### src/rtl/alu_pkg.sv
// Shared types and constants for the ALU front end: select codes, sequencer
// FSM states and flag bit positions within the {C,Z,S,P} flag vector.
package alu_pkg;

  // The 16 ALU select codes. Codes with bit 3 clear do not define Z/S/P.
  typedef enum logic [3:0] {
    OP_ZERO  = 4'h0,
    OP_PASSB = 4'h1,
    OP_NOTB  = 4'h2,
    OP_PASSA = 4'h3,
    OP_NOTA  = 4'h4,
    OP_INC   = 4'h5,
    OP_DEC   = 4'h6,
    OP_SHL   = 4'h7,
    OP_ADD   = 4'h8,
    OP_SUB   = 4'h9,
    OP_ADC   = 4'hA,
    OP_SBB   = 4'hB,
    OP_AND   = 4'hC,
    OP_OR    = 4'hD,
    OP_XOR   = 4'hE,
    OP_XNOR  = 4'hF
  } alu_op_e;

  typedef enum logic [1:0] {
    StIdle = 2'd0,
    StExec = 2'd1,
    StResp = 2'd2
  } seq_state_e;

  localparam int unsigned FLAG_C = 3;
  localparam int unsigned FLAG_Z = 2;
  localparam int unsigned FLAG_S = 1;
  localparam int unsigned FLAG_P = 0;

endpackage

### src/rtl/alu_regfile.sv
// REG_COUNT x 8-bit register file: two asynchronous read ports, one
// synchronous write port, asynchronous clear.
module alu_regfile #(
  parameter int unsigned REG_COUNT = 4,
  parameter int unsigned RA_W      = $clog2(REG_COUNT)
) (
  input  logic            clk,
  input  logic            rst_n,
  input  logic [RA_W-1:0] ra_addr,
  output logic [7:0]      ra_data,
  input  logic [RA_W-1:0] rb_addr,
  output logic [7:0]      rb_data,
  input  logic            we,
  input  logic [RA_W-1:0] waddr,
  input  logic [7:0]      wdata
);

  logic [7:0] regs [REG_COUNT];

  // Storage: cleared on reset, single write port.
  always_ff @(posedge clk or negedge rst_n) begin
    if (!rst_n) begin
      for (int i = 0; i < int'(REG_COUNT); i++) begin
        regs[i] <= '0;
      end
    end else if (we) begin
      regs[waddr] <= wdata;
    end
  end

  // Read ports are combinational so operands are sampled at accept time.
  always_comb begin
    ra_data = regs[ra_addr];
    rb_data = regs[rb_addr];
  end

endmodule

### src/rtl/alu_op_sequencer.sv
// Command-driven front end for the 8-bit combinational ALU. Accepts one
// operation per handshake, drives registered operands/select into the ALU,
// captures result and flags one cycle later, optionally writes back, and
// returns the result on a response handshake.
module alu_op_sequencer
  import alu_pkg::*;
#(
  parameter int unsigned REG_COUNT = 4,
  parameter int unsigned RA_W      = $clog2(REG_COUNT)
) (
  input  logic            clk,
  input  logic            rst_n,
  input  logic            cmd_valid,
  output logic            cmd_ready,
  input  logic [3:0]      cmd_op,
  input  logic [RA_W-1:0] cmd_ra,
  input  logic [RA_W-1:0] cmd_rb,
  input  logic            cmd_imm_en,
  input  logic [7:0]      cmd_imm,
  input  logic [RA_W-1:0] cmd_rd,
  input  logic            cmd_wb,
  output logic [7:0]      alu_a,
  output logic [7:0]      alu_b,
  output logic [3:0]      alu_sl,
  input  logic [7:0]      alu_su,
  input  logic            alu_c,
  input  logic            alu_z,
  input  logic            alu_s,
  input  logic            alu_p,
  output logic            rsp_valid,
  input  logic            rsp_ready,
  output logic [7:0]      rsp_data,
  output logic [3:0]      flags
);

  seq_state_e      state_q;
  logic [RA_W-1:0] rd_q;
  logic            wb_q;
  logic [7:0]      rf_a_data;
  logic [7:0]      rf_b_data;
  logic            rf_we;

  // Write-back lands at the end of EXEC, before IDLE is re-entered, so the
  // next command's operand read already sees it.
  always_comb begin
    rf_we     = (state_q == StExec) && wb_q;
    cmd_ready = (state_q == StIdle);
  end

  alu_regfile #(
    .REG_COUNT(REG_COUNT),
    .RA_W     (RA_W)
  ) u_regfile (
    .clk    (clk),
    .rst_n  (rst_n),
    .ra_addr(cmd_ra),
    .ra_data(rf_a_data),
    .rb_addr(cmd_rb),
    .rb_data(rf_b_data),
    .we     (rf_we),
    .waddr  (rd_q),
    .wdata  (alu_su)
  );

  // Sequencer FSM with registered ALU inputs, response and flags.
  always_ff @(posedge clk or negedge rst_n) begin
    if (!rst_n) begin
      state_q   <= StIdle;
      rd_q      <= '0;
      wb_q      <= 1'b0;
      alu_a     <= '0;
      alu_b     <= '0;
      alu_sl    <= '0;
      rsp_valid <= 1'b0;
      rsp_data  <= '0;
      flags     <= '0;
    end else begin
      unique case (state_q)
        StIdle: begin
          if (cmd_valid) begin
            alu_a   <= rf_a_data;
            alu_b   <= cmd_imm_en ? cmd_imm : rf_b_data;
            alu_sl  <= cmd_op;
            rd_q    <= cmd_rd;
            wb_q    <= cmd_wb;
            state_q <= StExec;
          end
        end
        StExec: begin
          rsp_data      <= alu_su;
          flags[FLAG_C] <= alu_c;
          // Z/S/P are undefined by the ALU for select codes 0-7; keep old values.
          if (alu_sl[3]) begin
            flags[FLAG_Z] <= alu_z;
            flags[FLAG_S] <= alu_s;
            flags[FLAG_P] <= alu_p;
          end
          rsp_valid <= 1'b1;
          state_q   <= StResp;
        end
        StResp: begin
          if (rsp_ready) begin
            rsp_valid <= 1'b0;
            state_q   <= StIdle;
          end
        end
        default: begin
          rsp_valid <= 1'b0;
          state_q   <= StIdle;
        end
      endcase
    end
  end

endmodule

### config.mk
export PLATFORM = sky130hd
export DESIGN_NAME = alu_op_sequencer
export DESIGN_NICKNAME = d
export VERILOG_FILES = /design/src/rtl/alu_pkg.sv /design/src/rtl/alu_regfile.sv /design/src/rtl/alu_op_sequencer.sv
export SDC_FILE = /design/constraint.sdc
export NUM_CORES = 1
export LEC_CHECK = 0
export BUFFER_PORTS_ARGS = -buffer_cell sky130_fd_sc_hd__buf_2
export CAP_MARGIN = 15
export CORE_MARGIN = 2
export CORE_UTILIZATION = 25
export DETAILED_ROUTE_END_ITERATION = 16
export SLEW_MARGIN = 20
export SYNTH_ARGS = -nofsm -noshare
export SYNTH_HDL_FRONTEND = slang
export SYNTH_HIERARCHICAL = 1
export SYNTH_SLANG_ARGS = --single-unit
### constraint.sdc
create_clock -name clk -period 2.4 [get_ports clk]
set_clock_uncertainty 0.05 [all_clocks]
set_input_delay 0.24 -clock clk [delete_from_list [all_inputs] [get_ports clk]]
set_output_delay 0.24 -clock clk [all_outputs]
set_load 0.1 [all_outputs]
# After elaboration in Yosys (flattened, before gate mapping)
# Index checks and enable logic that the tools add are counted.
# word_totals
input_bits,36
latchBits,0
ff_bits,70
ram_bits,0
romBits,0
n_memories,0
word_cells,48
output_inout_bits,34
# classes
shift,0
n_mul,0
n_eq_ne,4
reduce_logical,7
bitwise_logic,4
magnitude_cmp,4
n_mux,15
n_addsub,0
n_div,0
# op_table
cell,n
2-to-1 mux 8 bit,6
binary-select mux 8 bit (select 2 bit),2
bitwise mux 32 bit,1
demux 8 bit (select 2 bit),1
greater-or-equal comparator 3 bit (second input constant),3
NOT 2 -> 3 bit,3
AND reduction 2 bit,4
case mux 2 bit (3 select lines),1
2-to-1 mux 2 bit,2
!= test 2 bit (second input constant),2
less-than comparator 3 x 1 -> 1 bit (second input constant),1
case mux 1 bit (3 select lines),1
== test 2 x 1 -> 1 bit (second input constant),1
== test 2 bit (second input constant),1
logical AND 1 bit,2
logical NOT 2 bit,1
2-to-1 mux 1 bit,1
NOT 1 bit,1

# Longest topological paths before layout
# Gate-level depths: netlist of run 1.
# depth
word_depth,6
mapped_depth,5
depth_no_buf,4

# Cells and area by module
# The synthesis of run 1 kept the hierarchy.
# modules_own_cells
module,n_inst,area_per_inst_um2,seq_area_each_um2,cells_per_inst
alu_regfile,1,1590.3,800.8,88
alu_op_sequencer,1,1535.2,950.9,95

# Worst setup path before layout of run 1
# No wires, ideal clock.
# synth_path
path_kind,flip-flop to output port
from,register state_q[0]
to,output port cmd_ready
n_path_buf,0
stages_incl_launch_ff,2
slack_ns,0.406
t_arrival_ns,1.704
cell_sequence,dfrtp_1 -> nor2_1
# synth_via
elab_chain_cells,1
# synth_lines
element,line,source
"start, declared",alu_op_sequencer.sv:36,seq_state_e state_q;
"start signal, assigned",alu_op_sequencer.sv:68,state_q <= StIdle;
"start signal, assigned",alu_op_sequencer.sv:86,state_q <= StExec;
"start signal, assigned",alu_op_sequencer.sv:99,state_q <= StResp;
logical NOT 2 bit,alu_op_sequencer.sv:47,cmd_ready = (state_q == StIdle);
"end, declared",alu_op_sequencer.sv:14,"output logic cmd_ready,"
# Every way passes these cells.

# Final worst setup path of run 1
# layout_path
from,register state_q[1]
to,register u_regfile/regs[30] (netlist name)
# layout_via
elab_chain_cells,2
# layout_lines
element,line,source
== test 2 x 1 -> 1 bit,alu_op_sequencer.sv:46,rf_we = (state_q == StExec) && wb_q;
logical AND 1 bit,alu_op_sequencer.sv:46,
named net rf_we,alu_op_sequencer.sv:41,logic rf_we;
"end signal, assigned by index",alu_regfile.sv:27,regs[waddr] <= wdata;
"end, declared",alu_regfile.sv:18,logic [7:0] regs [REG_COUNT];
# The timed path passes the listed nets, and every way through them passes these cells.
# A chain may end at the register's enable or synchronous reset.

==> results of run 1 <==
-- flip-flops by register name (all words and copies together) (netlist names) --
| signal | count |
|---|---|
| flags | 4 |
| alu_sl | 4 |
| state_q | 2 |
| wb_q | 1 |
| alu_a | 8 |
| rd_q | 2 |
| alu_b | 8 |
| rsp_valid | 1 |
| rsp_data | 8 |
| u_regfile/regs | 32 |
-- cells in the mapped netlist, drive strengths merged --
master / number / share of area, %
nand2b: 1 / 0.20
nor2: 2 / 0.24
o21ai: 1 / 0.16
nand3b: 3 / 0.96
mux4: 16 / 12
or3b: 1 / 0.28
buf: 7 / 1.4
clkbuf: 1 / 0.12
dfrtp: 70 / 56
nand3: 1 / 0.32
o21a: 1 / 0.24
nor3b: 2 / 1.2
mux2: 75 / 27
nand2: 1 / 0.12
inv: 1 / 0.12
-- kinds of logic after synthesis --
group | Yosys count | share of synthesized area [%]
simple gates | 11 | 3.323
compound gates | 2 | 0.4003
mux | 91 | 38.55
flops | 70 | 56.04
buf+inv | 9 | 1.681
-- worst register-to-register path, cell delays in order (launching register included) --
cell and delay, ns:
dfrtp_1 0.44, nand2b_1 0.19, nor2_1 0.30, nor3b_4 0.52
mux2_2 0.39
-- area by class of cell --
type / count / area [um^2]
Clock inverter: 6 / 70.07
Timing Repair Buffer: 73 / 392.9
Tap cell: 168 / 210.2
Clock buffer: 10 / 229.0
Multi-Input combinational cell: 104 / 1321
Inverter: 1 / 3.754
Sequential cell: 70 / 1752
Fill cell: 1217 / 8133
-- timing repair --
item,4_1_cts,5_1_grt
hold buffers,1,0
setup endpoints to repair,0,0
buffers inserted,0,0
endpoints found under the hold margin,34,0
-- through the flow --
stage / worst slack, ns / cells / area, um^2
2_1_floorplan: 0.4062 / 183 / 3126
3_3_place_gp: 0.4386 / 415 / 3670
3_5_place_dp: 0.4022 / 415 / 3670
4_1_cts: 0.3777 / 432 / 3979
5_1_grt: 0.2798 / 432 / 3979
6_report: 0.3931 / 432 / 3979
-- metal layers --
metal / up-vias / wire length [um]
met2: 59 / 3474
met4: 0 / 134
met5: - / 0
met3: 12 / 417
met1: 971 / 3263
li1: 850 / -
-- worst max path at each step --
stage | from | endpoint | slack, ns
global placement | state_q[1] | u_regfile/regs[24] | 0.44
CTS | state_q[1] | u_regfile/regs[30] | 0.38
global route | state_q[1] | u_regfile/regs[30] | 0.28
finish | state_q[1] | u_regfile/regs[30] | 0.39
detailed placement | state_q[1] | u_regfile/regs[24] | 0.40
floorplan | state_q[0] | cmd_ready | 0.41
-- cells in the final DEF (no fill, tap or decap) --
cell type and n:
inv_6 2, o21a_1 1, dfrtp_1 70, mux2_2 74, clkinvlp_4 3, buf_12 1, buf_2 68, clkbuf_1 1
o21ai_0 1, nor3b_4 2, nand3b_1 1, mux4_2 16, nand3_2 1, buf_4 3, dlygate4sd3_1 1, nor2_1 2
nand3b_2 2, or3b_2 1, nand2_1 1, mux2_1 1, bufinv_16 1, clkbuf_16 9, inv_1 1, nand2b_1 1
==> flow_summary.toml, run 1 <==
[run_status]
outcome = "finished, final reports clean"

[floorplan]
die_w_um = 115.8
core_region_area_um2 = 12110
die_h_um = 115.8
die-area_um2 = 13410
top_level_ports = 70
rows = 40
start_util_pct = 25.81

[grt]
grt_use_met1_pct = 14.92
grt_max_degree = 37
grt_util_met3_pct = 3.713
grt_pass1_wl_um = 11400
grt.busiest_layer = "met2"
antenna_found_initial = 0
grt_pass1_vias = 2048
grt_use_met2_pct = 18.36
gr-total-overflow = 0
track_usage_pct = 11.80

[worst_setup_path]
start_kind = "flip-flop"
critPathKind = "flip-flop to flip-flop"
r2r_end = "u_regfile/regs[30]"
cp_slowest_cell = "nor3b_4"
crit_path_end_kind = "flip-flop"
critical_path.cell_chain = "nand2b_1 > nor2_1 > nor3b_4 > mux2_2"
r2r_start = "state_q[1]"
max_stage_delay_ns = 0.52
r2r_slack_ns = 0.39
path_buf_inv = 0
arrival_ns = 2.17
crit_required_ns = 2.57
critPathMaxFanout = 8
critical_path_depth = 4
r2r_cells = 4
critPathTopFamily = "simple AND/OR/NAND/NOR gates"

[clock_tree]
clkLatencyLatePin_ns = 0.34
path_clk_slew_ns = 0.06
clockRootBuffer = "clkbuf_16"
clk_path_buf_depth = 2
cts_made_buffers = 9
cts_tree = "done"
cts_resized = 0
cts.sinks = 70
htree_levels = 3

[synthesis]
synth_nets = 219
yosysWarnings = 6
yosysUniqueCellTypes = 19
synth-seq-area-share_pct = 56.04
ys_seq_elements = 70
syn_area_um2 = 3125
syn_area_per_cell_um2 = 17.08
syn_inst = 183

[layout]
nets = 295
drive_above_1_share_pct = 69.32
synthToLayoutAreaGrowth_pct = 27.30
n_antenna_cell = 0
fin_util_pct = 32.85

[timing]
post-route-period-util_pct = 83.62
rsz0062_at_grt = "no"
finalSetupViolCount = 0
min_period_ns = 2.007
whs_ns = 0.08350
max_freq_mhz = 498.3
finalHoldViolations = 0
setup-tns-final_ns = 0
worst_pin_slew_ns = 0.4915
slew_violations = 0
slew_headroom_pct = 67.20

[routing]
wirelength_um = 7290
drtPass1Iterations = 3
drtIter0Drc = 32
ant_nets = 0
vias = 1892
drc_errors = 0
via_per_inst = 4.380
drt-wirelength-per-cell_um = 16.88

[placement]
io_buffers = 69
dp_hpwl_um = 5080
place.gp.congestion = 0.7039

[run]
drv_cap = 0

[hold_path]
min_path_cells = 2
hold_end = "flags[3]"
min_from = "alu_c"
hold_path_class = "input pin to flip-flop"
Power of run 1 is not shown: default switching activity piles up to over one toggle a cycle in this logic, so the estimate is an artifact.
==> run 2, diff against run 1 <==
Clock period 2.4 ns to 2 ns, I/O delays scaled along.
==> flow_summary.toml, run 2 (synthesis results as in run 1) <==
[layout]
fin_util_pct = 33.22
n_antenna_cell = 0
synthToLayoutAreaGrowth_pct = 28.74
drive_above_1_share_pct = 69.78
nets = 299
mostFrequentLayoutCells = "74 x mux2_2, 70 x dfrtp_1, 68 x buf_2"
final_cells = 436
largest_reg_flops = 32
regMostFlops = "u_regfile/regs"
final_common_cell = "mux2_2"

[placement]
place.gp.congestion = 0.7008
io_buffers = 69
dp_hpwl_um = 5033
place_inst = 419

[timing]
slew_violations = 0
setup-tns-final_ns = 0
worst_pin_slew_ns = 0.5242
whs_ns = 0.04722
slew_headroom_pct = 65.05
finalSetupViolCount = 0
finalHoldViolations = 0
max_freq_mhz = 590.9
post-route-period-util_pct = 84.62
rsz0062_at_grt = "no"
min_period_ns = 1.692

[floorplan]
top_level_ports = 70
die-area_um2 = 13410
start_util_pct = 25.81
core_region_area_um2 = 12110
die_h_um = 115.8
rows = 40
die_w_um = 115.8

[routing]
drc_errors = 0
wirelength_um = 7311
ant_nets = 0
drt-wirelength-per-cell_um = 16.77
via_per_inst = 4.433
vias = 1933
drtIter0Drc = 67
drtPass1Iterations = 4

[worst_setup_path]
crit_end = "u_regfile/regs[17]"
arrival_ns = 1.86
cp_slowest_cell = "dfrtp_1"
r2r_start = "state_q[1]"
max_stage_delay_ns = 0.37
critPathTopFamily = "simple AND/OR/NAND/NOR gates"
r2r_slack_ns = 0.31
r2r_end = "u_regfile/regs[17]"
crit_required_ns = 2.17
start_kind = "flip-flop"
crit_path_end_kind = "flip-flop"
r2r_cells = 5
critical_path.cell_chain = "nand2b_1 > nor2_1 > buf_4 > nand3b_2 > mux2_2"
critical_path_depth = 5
path_buf_inv = 1
crit_start = "state_q[1]"
critPathKind = "flip-flop to flip-flop"
critPathMaxFanout = 8

[run_status]
outcome = "finished, final reports clean"

[clock_tree]
cts_resized = 0
htree_levels = 3
cts_made_buffers = 9
path_clk_slew_ns = 0.06
clkLatencyLatePin_ns = 0.33
postCtsSetupRepairBufs = 0
cts_tree = "done"
clk_path_buf_depth = 2
cts.sinks = 70
clockRootBuffer = "clkbuf_16"

[grt]
grt_max_degree = 38
grt_pass1_wl_um = 11250
grt_pass1_vias = 2025
gr-total-overflow = 0
track_usage_pct = 11.76
antenna_found_initial = 0

[hold_path]
hold_path_class = "input pin to flip-flop"

[run]
drv_cap = 0
==> run 2: changes by cell type in the layout (fill, tap and decap cells not counted) <==
cell        before  now
inv_6            2    0
buf_4            3    6
clkbuf_8         0    1
clkinvlp_4       3    2
buf_12           1    2
clkinv_4         0    1
clkinv_2         0    1
==> run 2: layer usage <==
layer | part of all wire [%] | routed length [um] | global-route usage, % | vias to the layer above
met1 | 45 | 3275 | 14.58 | 1015
met5 | 0 | 0 | 0 | -
met2 | 47 | 3453 | 18.91 | 57
met3 | 6.6 | 485 | 4.603 | 11
met4 | 1.3 | 96 | 3.810 | 0
li1 | - | - | - | 850
==> run 2: cell type report <==
type                       instances  area, um^2
fill                            1224        8088
sequential                        70        1752
multi-input combinational        104        1321
timing repair buffer              77       435.4
clock buffer                      11       242.7
tap                              168       210.2
clock inverter                     5       58.81
inverter                           1       3.754
==> run 2: timing repair <==
action,4_1_cts,5_1_grt
endpoints found under the hold margin,36,0
setup endpoints to repair,0,0
hold buffers,1,0
==> run 2: how the worst min path moves through the flow <==
stage	start	end	cells past startpoint
final	alu_p	flags[0]	2
after global routing	alu_c	flags[3]	2
after CTS	cmd_op[0]	alu_sl[0]	2
after detailed placement	rst_n	rsp_data[0]	1
after global placement	rst_n	rsp_data[4]	1
after floorplan	rst_n	alu_a[0]	0
==> run 2: metrics by stage <==
stage / instance area [um^2] / setup WS, ns
after floorplan: 3126 / 0.04053
after detailed placement: 3712 / 0.2542
after global routing: 4024 / 0.2336
final: 4024 / 0.3075
after CTS: 4024 / 0.3143
after global placement: 3712 / 0.2628
Power of run 2 is left out for the same reason.
==> run 3, diff against run 2 <==
Settings changed: ABC_AREA set to 1.
Clock period 2 ns to 1.62 ns, I/O delays scaled along.
==> flow_summary.toml, run 3 <==
[routing]
vias = 3340
ant_nets = 0
drtIter0Drc = 279
drtPass1Iterations = 5
wirelength_um = 10350
via_per_inst = 4.418
drt-wirelength-per-cell_um = 13.69
drc_errors = 0

[synthesis]
synth.largest_area_cell = "dfrtp_1"
yosysMostFrequentCell = "nand2_1"
synth_nets = 526
synth_edf_count = 0
syn_inst = 490
netlist.area_leader.share_pct = 47.85
ys_top_cells_by_count = "251 x nand2_1, 70 x dfrtp_1, 55 x nand3_1"
yosysUniqueCellTypes = 19
ys_seq_elements = 70
ys_async_sr_fraction_pct = 100.0
yosysWarnings = 6
netlist_top_cells_area = "dfrtp_1 48%, nand2_1 26%, nand3_1 7.5%, inv_1 4.9%, nand4_1 2.7%"
syn_area_um2 = 3661
syn_area_per_cell_um2 = 7.471
synth-seq-area-share_pct = 47.85
synth_flop_cell = "dfrtp_1"

[clock_tree]
htree_levels = 3
clockRootBuffer = "clkbuf_16"
cts_made_buffers = 9
cts_tree = "done"
clkLatencyLatePin_ns = 0.33
postCtsSetupRepairBufs = 0
clk_path_buf_depth = 2
path_clk_slew_ns = 0.06
cts.sinks = 70

[grt]
antenna_found_initial = 0
grt_pass1_vias = 3155
grt_use_met2_pct = 20.36
gr-total-overflow = 0
grt_use_met1_pct = 18.71
grt_max_degree = 63
grt_pass1_wl_um = 16800
track_usage_pct = 13.47
grt.busiest_layer = "met2"
grt_util_met3_pct = 4.878

[worst_setup_path]
r2r_cells = 6
r2r_start = "state_q[1]"
crit_start = "state_q[1]"
crit_path_end_kind = "output pin"
critPathMaxFanout = 8
max_stage_delay_ns = 0.37
critical_path.cell_chain = "buf_4 > nor2_4 > buf_12"
crit_required_ns = 1.41
r2r_end = "u_regfile/regs[3]"
arrival_ns = 1.32
path_buf_inv = 2
critPathKind = "flip-flop to output pin"
start_kind = "flip-flop"
r2r_slack_ns = 0.13
cp_slowest_cell = "dfrtp_1"
critPathTopFamily = "buffers and inverters"

[timing]
finalSetupViolCount = 0
slew_violations = 0
finalHoldViolations = 0
min_period_ns = 1.534
slew_headroom_pct = 60.46
post-route-period-util_pct = 94.69
worst_pin_slew_ns = 0.5932
max_freq_mhz = 651.9
setup-tns-final_ns = 0
rsz0062_at_grt = "no"

[floorplan]
rows = 44
die_h_um = 125.0
die-area_um2 = 15630
start_util_pct = 25.38
top_level_ports = 70
die_w_um = 125.0
core_region_area_um2 = 14420

[layout]
multiInputGateArea_um2 = 1564
regMostFlops = "u_regfile/regs"
final_common_cell = "nand2_1"
synthToLayoutAreaGrowth_pct = 24.40
n_fill_cell = 1575
n_antenna_cell = 0
seq_area_um2 = 1752
drive_above_1_share_pct = 20.98
mostFrequentLayoutCells = "251 x nand2_1, 70 x dfrtp_1, 68 x buf_2"
largest_reg_flops = 32
nets = 603

[placement]
io_buffers = 69
dp_hpwl_um = 7575
place.gp.congestion = 0.9105

[hold_path]
min_from = "cmd_op[1]"
min_path_cells = 3
hold_path_class = "input pin to flip-flop"
hold_end = "alu_sl[1]"

[run_status]
outcome = "finished, final reports clean"

[run]
drv_cap = 0
-- run 3: cell count changes after synthesis, moves of 8 or more --
cell,delta
buf_4,+8
inv_1,+47
mux2_2,-74
mux4_2,-16
nand2_1,+250
nand3_1,+55
nand4_1,+16
o21ai_2,+8
-- run 3: kinds of logic (layout without fill, tap and decap cells) --
group                  after synthesis  in the layout  share of synthesized area (%)
AO/OA/AOI/OAI                       10             10                          2.187
buffers and inverters               73            154                          9.774
flip-flops                          70             70                          47.85
AND/OR/NAND/NOR                    337            338                          40.19
-- run 3: repair_timing --
item / in CTS / in global routing
hold buffers: 5 / 0
hold endpoints to repair: 74 / 0
gates resized for setup: 0 / 1
setup endpoints to repair: 0 / 3
-- run 3: tightest hold or removal path, delay by kind of cell --
kind                   cells  cell delay, ns
AND/OR/NAND/NOR            2            0.12
buffers and inverters      1            0.08
-- run 3: routing by layer --
metal	vias to the layer above	share of wire (%)
met2	114	45
met4	0	0.87
met1	1533	48
li1	1681	-
met3	12	6.2
met5	-	0
-- run 3: worst max-delay path by stage --
stage / slack, ns / depth (start not counted) / to
5_1_grt: 0.007 / 6 / u_regfile/regs[3]
3_5_place_dp: 0.13 / 7 / u_regfile/regs[3]
3_3_place_gp: 0.16 / 7 / u_regfile/regs[7]
2_1_floorplan: 0.06 / 9 / u_regfile/regs[5]
4_1_cts: 0.04 / 3 / cmd_ready
6_report: 0.09 / 3 / cmd_ready
-- run 3: layout make-up --
type	instances	share of cell area (%)
multi-input combinational	348	34.34
sequential	70	38.46
tap	184	5.055
clock inverter	4	1.044
timing repair buffer	86	11.62
clock buffer	12	5.192
inverter	52	4.286
-- run 3: through the flow --
step                area, um^2  hold slack (ns)  instances  setup slack (ns)  util, %
floorplan                 3661          -0.1836        490           0.05812        -
global placement          4207         -0.01345        734            0.1598    29.16
detailed placement        4207         -0.01160        734            0.1285    29.16
CTS                       4541         0.004476        755           0.03821    31.48
global route              4554          0.01946        756          0.007448    31.58
finish                    4554          0.01078        756           0.08609    31.58
Power of run 3 is left out for the same reason.
